<file path="src/rtl/mem_access_ctrl.sv">
// ---------------------------------------------------------------------------
// mem_access_ctrl
//
// Single-port arbiter and instruction-fetch stage in front of the processor's
// mem_block RAM. Each cycle the RAM port goes to one of three owners, highest
// priority first:
//    DATA  : a pending load/store (dreq=1 and no dack in this cycle)
//    FETCH : fetch enabled, not halted, and the IR is empty or being consumed
//    NONE  : the port idles on the program counter
// The block keeps the program counter and a one-entry instruction register
// that it hands to the processor with a valid/ready handshake.
//
// Optional feature (compile-time macro FETCH_HALT_EN):
//    defined   - fetching an all-ones word sets 'halted' and stops further
//                fetches until a jump or reset; data accesses continue.
//    undefined - 'halted' is tied to 0 and all-ones is an ordinary word.
//
// Parameters
//    ADDRBITS  RAM address width, also the PC width
//    WIDTH     data / instruction word width
//
// Ports
//    Clock, Resetn             rising-edge clock, asynchronous active-low reset
//    mem_addr/mem_data/mem_wr_en  RAM address, write data and write enable
//    mem_q                     combinational RAM read data for mem_addr
//    run                       fetch enable
//    jump, jump_addr           PC redirect strobe and target
//    ir, ir_valid, ir_ready    instruction register and its handshake
//    pc                        address of the next fetch
//    dreq, dwe, daddr, dwdata  data request (dwe=1 store, 0 load)
//    dack, drdata              one-cycle completion pulse and load result
//    halted                    fetch stopped on the halt word
// ---------------------------------------------------------------------------
module mem_access_ctrl #(
   parameter int ADDRBITS = 5,
   parameter int WIDTH    = 16
) (
   input  logic                Clock,
   input  logic                Resetn,
   output logic [ADDRBITS-1:0] mem_addr,
   output logic [WIDTH-1:0]    mem_data,
   output logic                mem_wr_en,
   input  logic [WIDTH-1:0]    mem_q,
   input  logic                run,
   input  logic                jump,
   input  logic [ADDRBITS-1:0] jump_addr,
   output logic [WIDTH-1:0]    ir,
   output logic                ir_valid,
   input  logic                ir_ready,
   output logic [ADDRBITS-1:0] pc,
   input  logic                dreq,
   input  logic                dwe,
   input  logic [ADDRBITS-1:0] daddr,
   input  logic [WIDTH-1:0]    dwdata,
   output logic                dack,
   output logic [WIDTH-1:0]    drdata,
   output logic                halted
);

   // Fetch-side condition. FULL depends on ir_ready, so it is a decode of the
   // registered IR status plus the consumer's handshake, not a stored state.
   typedef enum logic [1:0] {
      IDLE  = 2'd0,
      FETCH = 2'd1,
      FULL  = 2'd2
   } fetch_state_t;

   fetch_state_t        state;
   logic                own_data;
   logic                own_fetch;
   logic [ADDRBITS-1:0] fetch_addr;

   logic [ADDRBITS-1:0] pc_nxt;
   logic [WIDTH-1:0]    ir_nxt;
   logic                ir_valid_nxt;
   logic                dack_nxt;
   logic [WIDTH-1:0]    drdata_nxt;

`ifdef FETCH_HALT_EN
   logic                halted_r;
   logic                halted_nxt;
   assign halted = halted_r;
`else
   assign halted = 1'b0;
`endif

   always_comb begin
      state = IDLE;
      if (run && !halted) begin
         state = (ir_valid && !ir_ready) ? FULL : FETCH;
      end
   end

   // A request seen in the dack cycle belongs to the access just completed,
   // so it is ignored; data accesses therefore run at most every other cycle.
   assign own_data   = dreq && !dack;
   assign own_fetch  = !own_data && (state == FETCH);
   assign fetch_addr = jump ? jump_addr : pc;

   // RAM port drive. Held at the reset values while Resetn is low so that a
   // store in flight when reset hits cannot write the RAM.
   always_comb begin
      mem_addr  = pc;
      mem_data  = '0;
      mem_wr_en = 1'b0;
      if (own_data) begin
         mem_addr  = daddr;
         mem_data  = dwdata;
         mem_wr_en = dwe;
      end else if (own_fetch) begin
         mem_addr  = fetch_addr;
      end
      if (!Resetn) begin
         mem_addr  = '0;
         mem_data  = '0;
         mem_wr_en = 1'b0;
      end
   end

   // Next-state logic for PC, IR, data completion and halt.
   always_comb begin
      pc_nxt       = pc;
      ir_nxt       = ir;
      ir_valid_nxt = ir_valid;
      dack_nxt     = own_data;
      drdata_nxt   = drdata;
`ifdef FETCH_HALT_EN
      halted_nxt   = halted_r;
`endif

      if (own_data && !dwe) begin
         drdata_nxt = mem_q;
      end

      if (own_fetch) begin
         // A jump coinciding with a fetch fetches the target directly,
         // which replaces (and so flushes) the old IR contents.
         ir_nxt       = mem_q;
         ir_valid_nxt = 1'b1;
         pc_nxt       = fetch_addr + ADDRBITS'(1);
`ifdef FETCH_HALT_EN
         halted_nxt   = &mem_q;
`endif
      end else if (jump) begin
         // Redirect without a fetch: the IR content is stale, drop it even
         // if the consumer is not ready, and leave any halt.
         pc_nxt       = jump_addr;
         ir_valid_nxt = 1'b0;
`ifdef FETCH_HALT_EN
         halted_nxt   = 1'b0;
`endif
      end else if (ir_valid && ir_ready) begin
         ir_valid_nxt = 1'b0;
      end
   end

   always_ff @(posedge Clock or negedge Resetn) begin
      if (!Resetn) begin
         pc       <= '0;
         ir       <= '0;
         ir_valid <= 1'b0;
         dack     <= 1'b0;
         drdata   <= '0;
`ifdef FETCH_HALT_EN
         halted_r <= 1'b0;
`endif
      end else begin
         pc       <= pc_nxt;
         ir       <= ir_nxt;
         ir_valid <= ir_valid_nxt;
         dack     <= dack_nxt;
         drdata   <= drdata_nxt;
`ifdef FETCH_HALT_EN
         halted_r <= halted_nxt;
`endif
      end
   end

endmodule

</file>
<file path="config.mk">
export PLATFORM = sky130hd
export DESIGN_NAME = mem_access_ctrl
export DESIGN_NICKNAME = d
export VERILOG_FILES = /design/src/rtl/mem_access_ctrl.sv
export SDC_FILE = /design/constraint.sdc
export NUM_CORES = 1
export LEC_CHECK = 0
export BUFFER_PORTS_ARGS = -buffer_cell sky130_fd_sc_hd__buf_2
export CAP_MARGIN = 20
export CORE_UTILIZATION = 47
export DETAILED_ROUTE_END_ITERATION = 10
export MAX_ROUTING_LAYER = met4
export PLACE_DENSITY = 0.85
export SYNTH_ARGS = -nofsm -noshare
export SYNTH_HDL_FRONTEND = slang
export SYNTH_SLANG_ARGS = --single-unit
export TNS_END_PERCENT = 20
</file>
<file path="constraint.sdc">
create_clock -name Clock -period 2.9 [get_ports Clock]
set_clock_uncertainty 0.05 [all_clocks]
set_input_delay 0.58 -clock Clock [delete_from_list [all_inputs] [get_ports Clock]]
set_output_delay 0.58 -clock Clock [all_outputs]
set_load 0.05 [all_outputs]
</file>
Word-level counts from Yosys, hierarchy flattened
Cells that the tools add are included.
W data, S select, Z words.
{"block": "classes", "addsub": 1, "mul": 0, "div": 0, "n_lt_le_gt_ge": 0, "n_eq_ne": 1, "shift": 0, "mux": 14, "bitwise": 0, "n_reduce_logical": 10}
{"cell": "$mux W16", "count": 2}
{"cell": "$mux W5", "count": 5}
{"cell": "$add A5 B1 Y5 const B", "count": 1}
{"cell": "$logic_and A1 B1 Y1", "count": 5}
{"cell": "$mux W1", "count": 5}
{"cell": "$logic_not A1 Y1", "count": 4}
{"cell": "$mux W2", "count": 2}
{"cell": "$reduce_bool A3 Y1", "count": 1}
{"cell": "$eq A2 B1 Y1 const B", "count": 1}
{"block": "word_totals", "ff_bits": 39, "latch_bits": 0, "ramBits": 0, "mem_bits_ro": 0, "input_bits": 49, "output_inout_bits": 62, "mem_count": 0}

Longest topological paths before layout
Gate-level depths: netlist (run 1).
{"block": "depth", "depth_word": 9, "mapped_depth": 7, "mapped_depth_nobuf": 6}

Least setup slack after synthesis (run 1)
No wires, ideal clock.
{"block": "synth_timing", "path_kind": "flip-flop to output port", "startpoint": "register dack", "endpoint": "output port mem_addr[2]", "t_arrival_ps": 2337, "required_ps": 2270, "slack_ps": -67, "stages_incl_launch_ff": 7, "n_path_buf": 2, "cell_sequence": "dfrtp_1 nand2b_4 buf_8 inv_1 buf_2 nand2_1 a21boi_0"}
{"block": "synth_between", "elab_chain_cells": 7}
{"element": "start, declared", "line_no": "55", "text": "output logic dack,"}
{"element": "start signal, assigned", "line_no": "171", "text": "dack <= dack_nxt;"}
{"element": "$logic_not A1 Y1 (*)", "line_no": "96", "text": "assign own_data = dreq && !dack;"}
{"element": "$logic_and A1 B1 Y1 (*)", "line_no": "96"}
{"element": "$logic_not A1 Y1", "line_no": "97", "text": "assign own_fetch = !own_data && (state == FETCH);"}
{"element": "$logic_and A1 B1 Y1", "line_no": "97"}
{"element": "$mux W5", "line_no": "110", "text": "end else if (own_fetch) begin"}
{"element": "$mux W5 (*)", "line_no": "106", "text": "if (own_data) begin"}
{"element": "$mux W5 (*)", "line_no": "113", "text": "if (!Resetn) begin"}
{"element": "end, declared", "line_no": "40", "text": "output logic [ADDRBITS-1:0] mem_addr,"}
Every way passes the cells marked *; elsewhere a longest branch is shown, timed or not.

Worst setup path in the final report (run 1)
{"block": "layout_timing", "startpoint": "register dack", "endpoint": "output port mem_addr[3]"}
The elaborated chain is that of the path after synthesis.

==> metrics.md, run 1 <==
| Metric | Value |
|---|---|
| Outcome | `complete, no violations` |
| Setup repair after global routing missed its margin | `no` |
| Commonest non-fill, non-tap cell in the layout | `buf_2` |
| Data arrival time at the worst-slack endpoint | `1830 ps` |
| Worst ir drop on vdd | `0.000513 V` |
| DRT Wirelength | `4.19 mm` |
| CP peak stage delay | `400 ps` |
| Endpoint kind of the worst setup timing path | `primary output` |
| Number of placed cells counting well taps | `294` |
| FF+latch count, synth | `39` |
| Count of H-tree levels built during CTS | `2` |
| Clock buffer depth | `2` |
| Rows | `22` |
| Proportion of synthesized chip area in sequential cells | `0.518` |
| Initial core utilization | `0.504` |
| Number of vias after detailed routing | `1,522` |
| Number of maximum-capacitance violations | `0` |
| Routed wl met2 | `2.12 mm` |
| Yosys warnings | `0` |
| Num Clock Sinks | `39` |
| Instance area after placement | `2420 um2` |
| Number of global-route vias before repair | `1,393` |
| Post-CTS Resized | `0` |
| Worst skew pair latency | `280 ps` |
| WP data required | `2270 ps` |
| Transition time at the pin with the least slew margin | `499 ps` |
| CTS Hold Bufs | `0` |
| Chip height | `65.3 um` |
| Floorplan die area | `4270 um2` |
| Number of buffer cells added on primary ports | `109` |
| Combined area of all synthesized cells | `1890 um2` |
| CP cell instances | `nand2b_4 -> inv_1 -> nand2_1 -> a21boi_0 -> buf_2` |
| Leading cell types in the layout, fill and taps excluded | `buf_2, dfrtp_1, mux2_2, and3_1, nand2_1` |
| Average detailed-routed wire length per instance | `13.9 um` |
| Top routing layer used | `met4` |
| Drt drc | `0` |
| Final total negative setup slack | `0 ps` |
| Remaining number of nets flagged by the antenna check after routing | `0` |
| Number of buffers inserted by post-CTS setup repair | `0` |
| Time the worst path needs with I/O delays and setup | `2460 ps` |
| Remaining global-route overflow | `0` |
| Number of antenna violations at the first check in global routing | `0` |
| Floorplan core area | `3740 um2` |
| Number of antenna repair diodes | `0` |
| Clock root buffer | `clkbuf_8` |
| Number of distinct library cells after synthesis | `31` |
| Wire length of the first global-routing pass | `6.55 mm` |
| Post-layout nets | `303` |
| Detailed router's first-iteration violation count | `37` |
| Horizontal die dimension | `65.3 um` |
| Max_slew headroom | `0.667` |
| Pin count of the biggest net entering global routing | `30` |
| Cell area after layout | `2550 um2` |
| Endpoints failing hold | `0` |
| Top Family by Delay on Critical Path | `buffers and inverters` |
| Final hold slack | `173 ps` |
| Synthesized Nets | `196` |
| Fraction of layout cells with a size suffix above 1 | `0.622` |
| CTS tree | `done` |
| Smallest setup slack after layout | `441 ps` |
| Share of the clock period used by the worst path | `0.848` |
| Critical path start-end classification | `reg2out` |
| Post-Layout Cell Count | `302` |
| Synth Instances | `146` |
| Boundary Pins | `111` |
| Clock transition at the registers of the reported paths | `80 ps` |
| Highest net fanout along the worst path | `23` |
| Met1 WL | `1.69 mm` |
| Total met3 wirelength after detailed routing | `349 um` |
| Hold WC Path Type | `in2async` |
| CP max-delay cell | `inv_1` |
| Setup WS pre-CTS | `494 ps` |
| Total CTS buffers | `5` |
| Number of pins with negative max-slew slack in the final report | `0` |
| Half-perimeter wire length of the detailed placement result | `3.26 mm` |
| Placer congestion estimate | `0.950` |
| First drt pass iteration count | `4` |
| Signed area change from the synthesized netlist to the final layout | `35.4%` |
| Reported leakage power | `1.36 nW` |
| Total routing resource utilization after global routing | `0.209` |
| Synthesized area divided by synthesized cell count | `12.9 um2` |
| Setup-violating endpoint count in the final report | `0` |
| Buffering stage count on the worst path with inverters included | `2` |
| Startpoint Class | `register` |
| Power per Cell Area | `795 nW/um2` |
| Max Clk Rate | `407 MHz` |
| Post-DR vias/cell | `5.04` |
-- path summary, 6_finish.rpt --
kind | start | end | slack (ps) | depth (start not counted)
min in group Clock | ir[6]$_DFFE_PN0P_ | ir[6]$_DFFE_PN0P_ | 450 | 1
min | Resetn | pc[1]$_DFF_PN0_ | 170 | 1
min reg2reg | ir[6]$_DFFE_PN0P_ | ir[6]$_DFFE_PN0P_ | 450 | 1
max reg2reg | ir_valid$_DFFE_PN0P_ | pc[3]$_DFF_PN0_ | 1350 | 4
max in group asynchronous | Resetn | ir[4]$_DFFE_PN0P_ | 1990 | 2
max | dack$_DFF_PN0_ | mem_addr[3] | 440 | 5
-- area by class of cell --
cell class	instances	area, um2
clock buffers	5	68.8
clock inverters	3	67.6
fillers	294	1190
inverters	3	11.3
multi-input cells	93	810
flip-flops and latches	39	976
well taps	48	60.1
repair buffers	111	561
-- cell usage after synthesis --
cell type	instances	share of area
dfrtp_1	39	0.52
mux2i_1	3	0.016
and3_1	18	0.060
nand2b_4	1	0.0073
mux2i_2	1	0.0073
clkbuf_1	2	0.0040
buf_4	3	0.012
o211ai_1	4	0.016
nor2_8	1	0.011
buf_6	3	0.018
buf_2	2	0.0053
nor3_2	1	0.0053
a21oi_1	1	0.0027
nand2_1	6	0.012
conb_1	1	0.0020
and2_1	1	0.0033
a21boi_1	1	0.0040
nand3_4	1	0.0093
nand2b_1	1	0.0033
mux2_4	1	0.0080
nor2_1	2	0.0040
buf_8	1	0.0080
a21boi_0	5	0.020
ha_1	1	0.0066
xnor2_1	4	0.019
inv_1	3	0.0060
nor4_2	1	0.0066
nand3_1	4	0.011
mux2_2	32	0.19
o21ai_1	1	0.0027
o21ai_0	1	0.0027
-- metal layers --
| metal | global-route usage | vias to the layer above |
|---|---|---|
| li1 | - | 725 |
| met1 | 0.253 | 703 |
| met2 | 0.357 | 86 |
| met3 | 0.0503 | 8 |
| met4 | 0.0380 | 0 |
| met5 | - | - |
-- worst reg2reg max path: stages, from the launching register on --
cell      delay, ps
dfrtp_1         390
nand2b_1        270
nand3_4         340
nor3_2          270
xnor2_1         150
-- state kept, by name, indices dropped and copies added, names as in the netlist --
register and flops:
ir 16, drdata 16, pc 5, ir_valid 1
dack 1
-- where the power goes --
group	internal, mW	total [mW]	leakage, nW	switching, mW
combinational	0.216	0.802	0.837	0.586
sequential	0.645	0.698	0.459	0.0533
clock	0.343	0.530	0.0644	0.187
-- logic make-up after synthesis --
| kind of cell | Yosys count | synth area share |
|---|---|---|
| AO/OA/AOI/OAI | 13 | 0.0478 |
| XOR/XNOR | 4 | 0.0186 |
| adder cells (fa/ha/maj) | 1 | 0.00663 |
| buffers and inverters | 14 | 0.0531 |
| flip-flops | 39 | 0.518 |
| multiplexers | 37 | 0.222 |
| other | 1 | 0.00199 |
| AND/OR/NAND/NOR | 37 | 0.132 |
-- through the flow --
step,util,power (mW)
floorplan,-,1.32
global placement,0.646,1.50
detailed placement,0.646,1.52
CTS,0.682,2.05
global route,0.682,2.12
finish,0.682,2.03
(Power assumes the default switching activity.)
==> inputs of run 2 (changes only) <==
--- a/config.mk
+++ b/config.mk
@@ -7,10 +7,10 @@
 export LEC_CHECK = 0
 export BUFFER_PORTS_ARGS = -buffer_cell sky130_fd_sc_hd__buf_2
 export CAP_MARGIN = 20
-export CORE_UTILIZATION = 47
+export CORE_UTILIZATION = 43
 export DETAILED_ROUTE_END_ITERATION = 10
 export MAX_ROUTING_LAYER = met4
-export PLACE_DENSITY = 0.85
+export PLACE_DENSITY = 0.79
 export SYNTH_ARGS = -nofsm -noshare
 export SYNTH_HDL_FRONTEND = slang
 export SYNTH_SLANG_ARGS = --single-unit
==> constraint.sdc (replaced) <==
create_clock -name Clock -period 2.3 [get_ports Clock]
set_clock_uncertainty 0.05 [all_clocks]
set_input_delay 0.46 -clock Clock [delete_from_list [all_inputs] [get_ports Clock]]
set_output_delay 0.46 -clock Clock [all_outputs]
set_load 0.05 [all_outputs]
==> run 2 against run 1 <==
  * Setup slack got worse by 270 ps
  * Global-route usage decreased by 1.2 points
  * Core utilization fell by 5.5 points
  * Register-to-register slack worse by 490 ps
  * Worst hold slack got worse by 130 ps
  * Final cell count is 1.7% higher
  * Sequential power grew 27%
  * Critical path depth increased by 1
  * Largest power group unchanged
  * Die area is 9.0% higher
  * Clock power is 10% higher
  * First-iteration DRC count down 14%
  * Combinational power grew 28%
==> metrics.md, run 2 (synthesis gave the netlist of run 1 again) <==
| Metric | Value |
|---|---|
| Time the worst path needs with I/O delays and setup | `2130 ps` |
| Chip height | `68.2 um (was 65.3 um)` |
| Number of maximum-capacitance violations | `0 (unchanged)` |
| Total routing resource utilization after global routing | `0.197 (was 0.209)` |
| Half-perimeter wire length of the detailed placement result | `3.33 mm (was 3.26 mm)` |
| Count of H-tree levels built during CTS | `2 (unchanged)` |
| Cell area after layout | `2580 um2 (was 2550 um2)` |
| Clock buffer depth | `2 (unchanged)` |
| Horizontal die dimension | `68.2 um (was 65.3 um)` |
| Fraction of layout cells with a size suffix above 1 | `0.638 (was 0.622)` |
| Number of buffer cells added on primary ports | `109 (unchanged)` |
| Setup repair after global routing missed its margin | `no (unchanged)` |
| Post-Layout Cell Count | `307 (was 302)` |
| Drt drc | `0 (unchanged)` |
| Clock root buffer | `clkbuf_8 (unchanged)` |
| Number of vias after detailed routing | `1,539 (was 1,522)` |
| DRT Wirelength | `4.39 mm (was 4.19 mm)` |
| WP data required | `1790 ps (was 2270 ps)` |
| Post-DR vias/cell | `5.01 (was 5.04)` |
| Final hold slack | `40.2 ps (was 173 ps)` |
| Sequential Area | `976 um2 (unchanged)` |
| Startpoint Class | `register (unchanged)` |
| Max Clk Rate | `469 MHz` |
| Number of placed cells counting well taps | `299 (was 294)` |
| Clock transition at the registers of the reported paths | `70 ps (was 80 ps)` |
| CP peak stage delay | `370 ps (was 400 ps)` |
| Setup-violating endpoint count in the final report | `0 (unchanged)` |
| Highest net fanout along the worst path | `16 (was 23)` |
| Leading cell types in the layout, fill and taps excluded | `buf_2, dfrtp_1, mux2_2, and3_1 (was buf_2, dfrtp_1, mux2_2, and3_1, nand2_1)` |
| Number of antenna violations at the first check in global routing | `0 (unchanged)` |
| Core occupancy in the finished layout | `0.628 (was 0.682)` |
| Boundary Pins | `111 (unchanged)` |
| Top Family by Delay on Critical Path | `buffers and inverters (unchanged)` |
| CTS tree | `done (unchanged)` |
| Pin count of the biggest net entering global routing | `30 (unchanged)` |
| Instance area after placement | `2460 um2 (was 2420 um2)` |
| Number of antenna repair diodes | `0 (unchanged)` |
| CP cell instances | `nand2b_4 -> clkinvlp_4 -> buf_12 -> nand2_1 -> a21boi_1 -> buf_2 (was nand2b_4 -> inv_1 -> nand2_1 -> a21boi_0 -> buf_2)` |
| Reported leakage power | `1.37 nW (was 1.36 nW)` |
| Num Clock Sinks | `39 (unchanged)` |
| Floorplan core area | `4120 um2 (was 3740 um2)` |
| Largest registers ranked by flip-flop count | `drdata: 16 flops, ir: 16 flops, pc: 5 flops (unchanged)` |
| Multi-input combinational cell area | `816 um2 (was 810 um2)` |
| Total CTS buffers | `5 (unchanged)` |
| Endpoint kind of the worst setup timing path | `primary output (unchanged)` |
| Placer congestion estimate | `0.824 (was 0.950)` |
| CP max-delay cell | `dfrtp_1 (was inv_1)` |
| Rows | `23 (was 22)` |
| Data arrival time at the worst-slack endpoint | `1620 ps (was 1830 ps)` |
| Worst skew pair latency | `290 ps (was 280 ps)` |
| Total power | `2.49 mW (was 2.03 mW)` |
| Share of the clock period used by the worst path | `0.928` |
| Commonest non-fill, non-tap cell in the layout | `buf_2 (unchanged)` |
| Power per Cell Area | `966 nW/um2 (was 795 nW/um2)` |
| Number of pins with negative max-slew slack in the final report | `0 (unchanged)` |
| Worst ir drop on vdd | `0.000482 V (was 0.000513 V)` |
| Critical path start-end classification | `reg2out (unchanged)` |
| First drt pass iteration count | `4 (unchanged)` |
| Remaining global-route overflow | `0 (unchanged)` |
| Post-layout nets | `306 (was 303)` |
| Endpoints failing hold | `0 (unchanged)` |
| Average detailed-routed wire length per instance | `14.3 um (was 13.9 um)` |
| Detailed router's first-iteration violation count | `32 (was 37)` |
| Wire length of the first global-routing pass | `6.34 mm (was 6.55 mm)` |
| Final-layout fill cell count | `337 (was 294)` |
| Remaining number of nets flagged by the antenna check after routing | `0 (unchanged)` |
| Initial core utilization | `0.458 (was 0.504)` |
| Floorplan die area | `4650 um2 (was 4270 um2)` |
| Outcome | `complete, no violations (unchanged)` |
| Signed area change from the synthesized netlist to the final layout | `37.0% (was 35.4%)` |
| Number of global-route vias before repair | `1,417 (was 1,393)` |
| Buffering stage count on the worst path with inverters included | `3 (was 2)` |
| Hold WC Path Type | `in2async (unchanged)` |
## run 2: power breakdown
part | switching, mW | internal, mW | total, mW
combinational | 0.741 | 0.285 | 1.03
clock | 0.233 | 0.351 | 0.584
sequential | 0.0702 | 0.813 | 0.883
total | 1.04 | 1.45 | 2.49
## run 2: what timing repair did
action / in CTS / in global routing
gates resized for setup: 0 / 2
setup endpoints to repair: 0 / 5
hold buffers: 0 / 0
setup buffers: 0 / 0
## run 2: metrics by stage
stage               setup TNS [ps]  worst slack [ps]
floorplan                     -450              -159
global route                     0              59.3
finish                           0               167
detailed placement               0               184
global placement                 0               205
CTS                              0              52.7
## run 2: final timing paths
kind / from / endpoint / slack, ps / depth (start not counted)
worst max-delay path: dack$_DFF_PN0_ / mem_addr[0] / 170 / 6
worst min-delay path: Resetn / pc[3]$_DFF_PN0_ / 40 / 1
worst max register to register: dack$_DFF_PN0_ / ir[0]$_DFFE_PN0P_ / 860 / 3
worst min register to register: ir[12]$_DFFE_PN0P_ / ir[12]$_DFFE_PN0P_ / 450 / 1
max in group asynchronous: Resetn / drdata[2]$_DFFE_PN0P_ / 1510 / 2
min in group Clock: mem_q[5] / drdata[5]$_DFFE_PN0P_ / 360 / 2
## run 2: layer usage
layer,part of all wire,vias to the layer above,track usage
li1,-,726,-
met3,0.076,5,0.0433
met5,0,-,-
met1,0.40,730,0.215
met4,0.013,0,0.0625
met2,0.51,78,0.353
## run 2: cell type report
type                    instances  area share
clock buffers                   6      0.0320
repair buffers                114       0.231
well taps                      50      0.0242
inverters                       3     0.00581
flip-flops and latches         39       0.378
clock inverters                 2      0.0136
multi-input cells              93       0.316
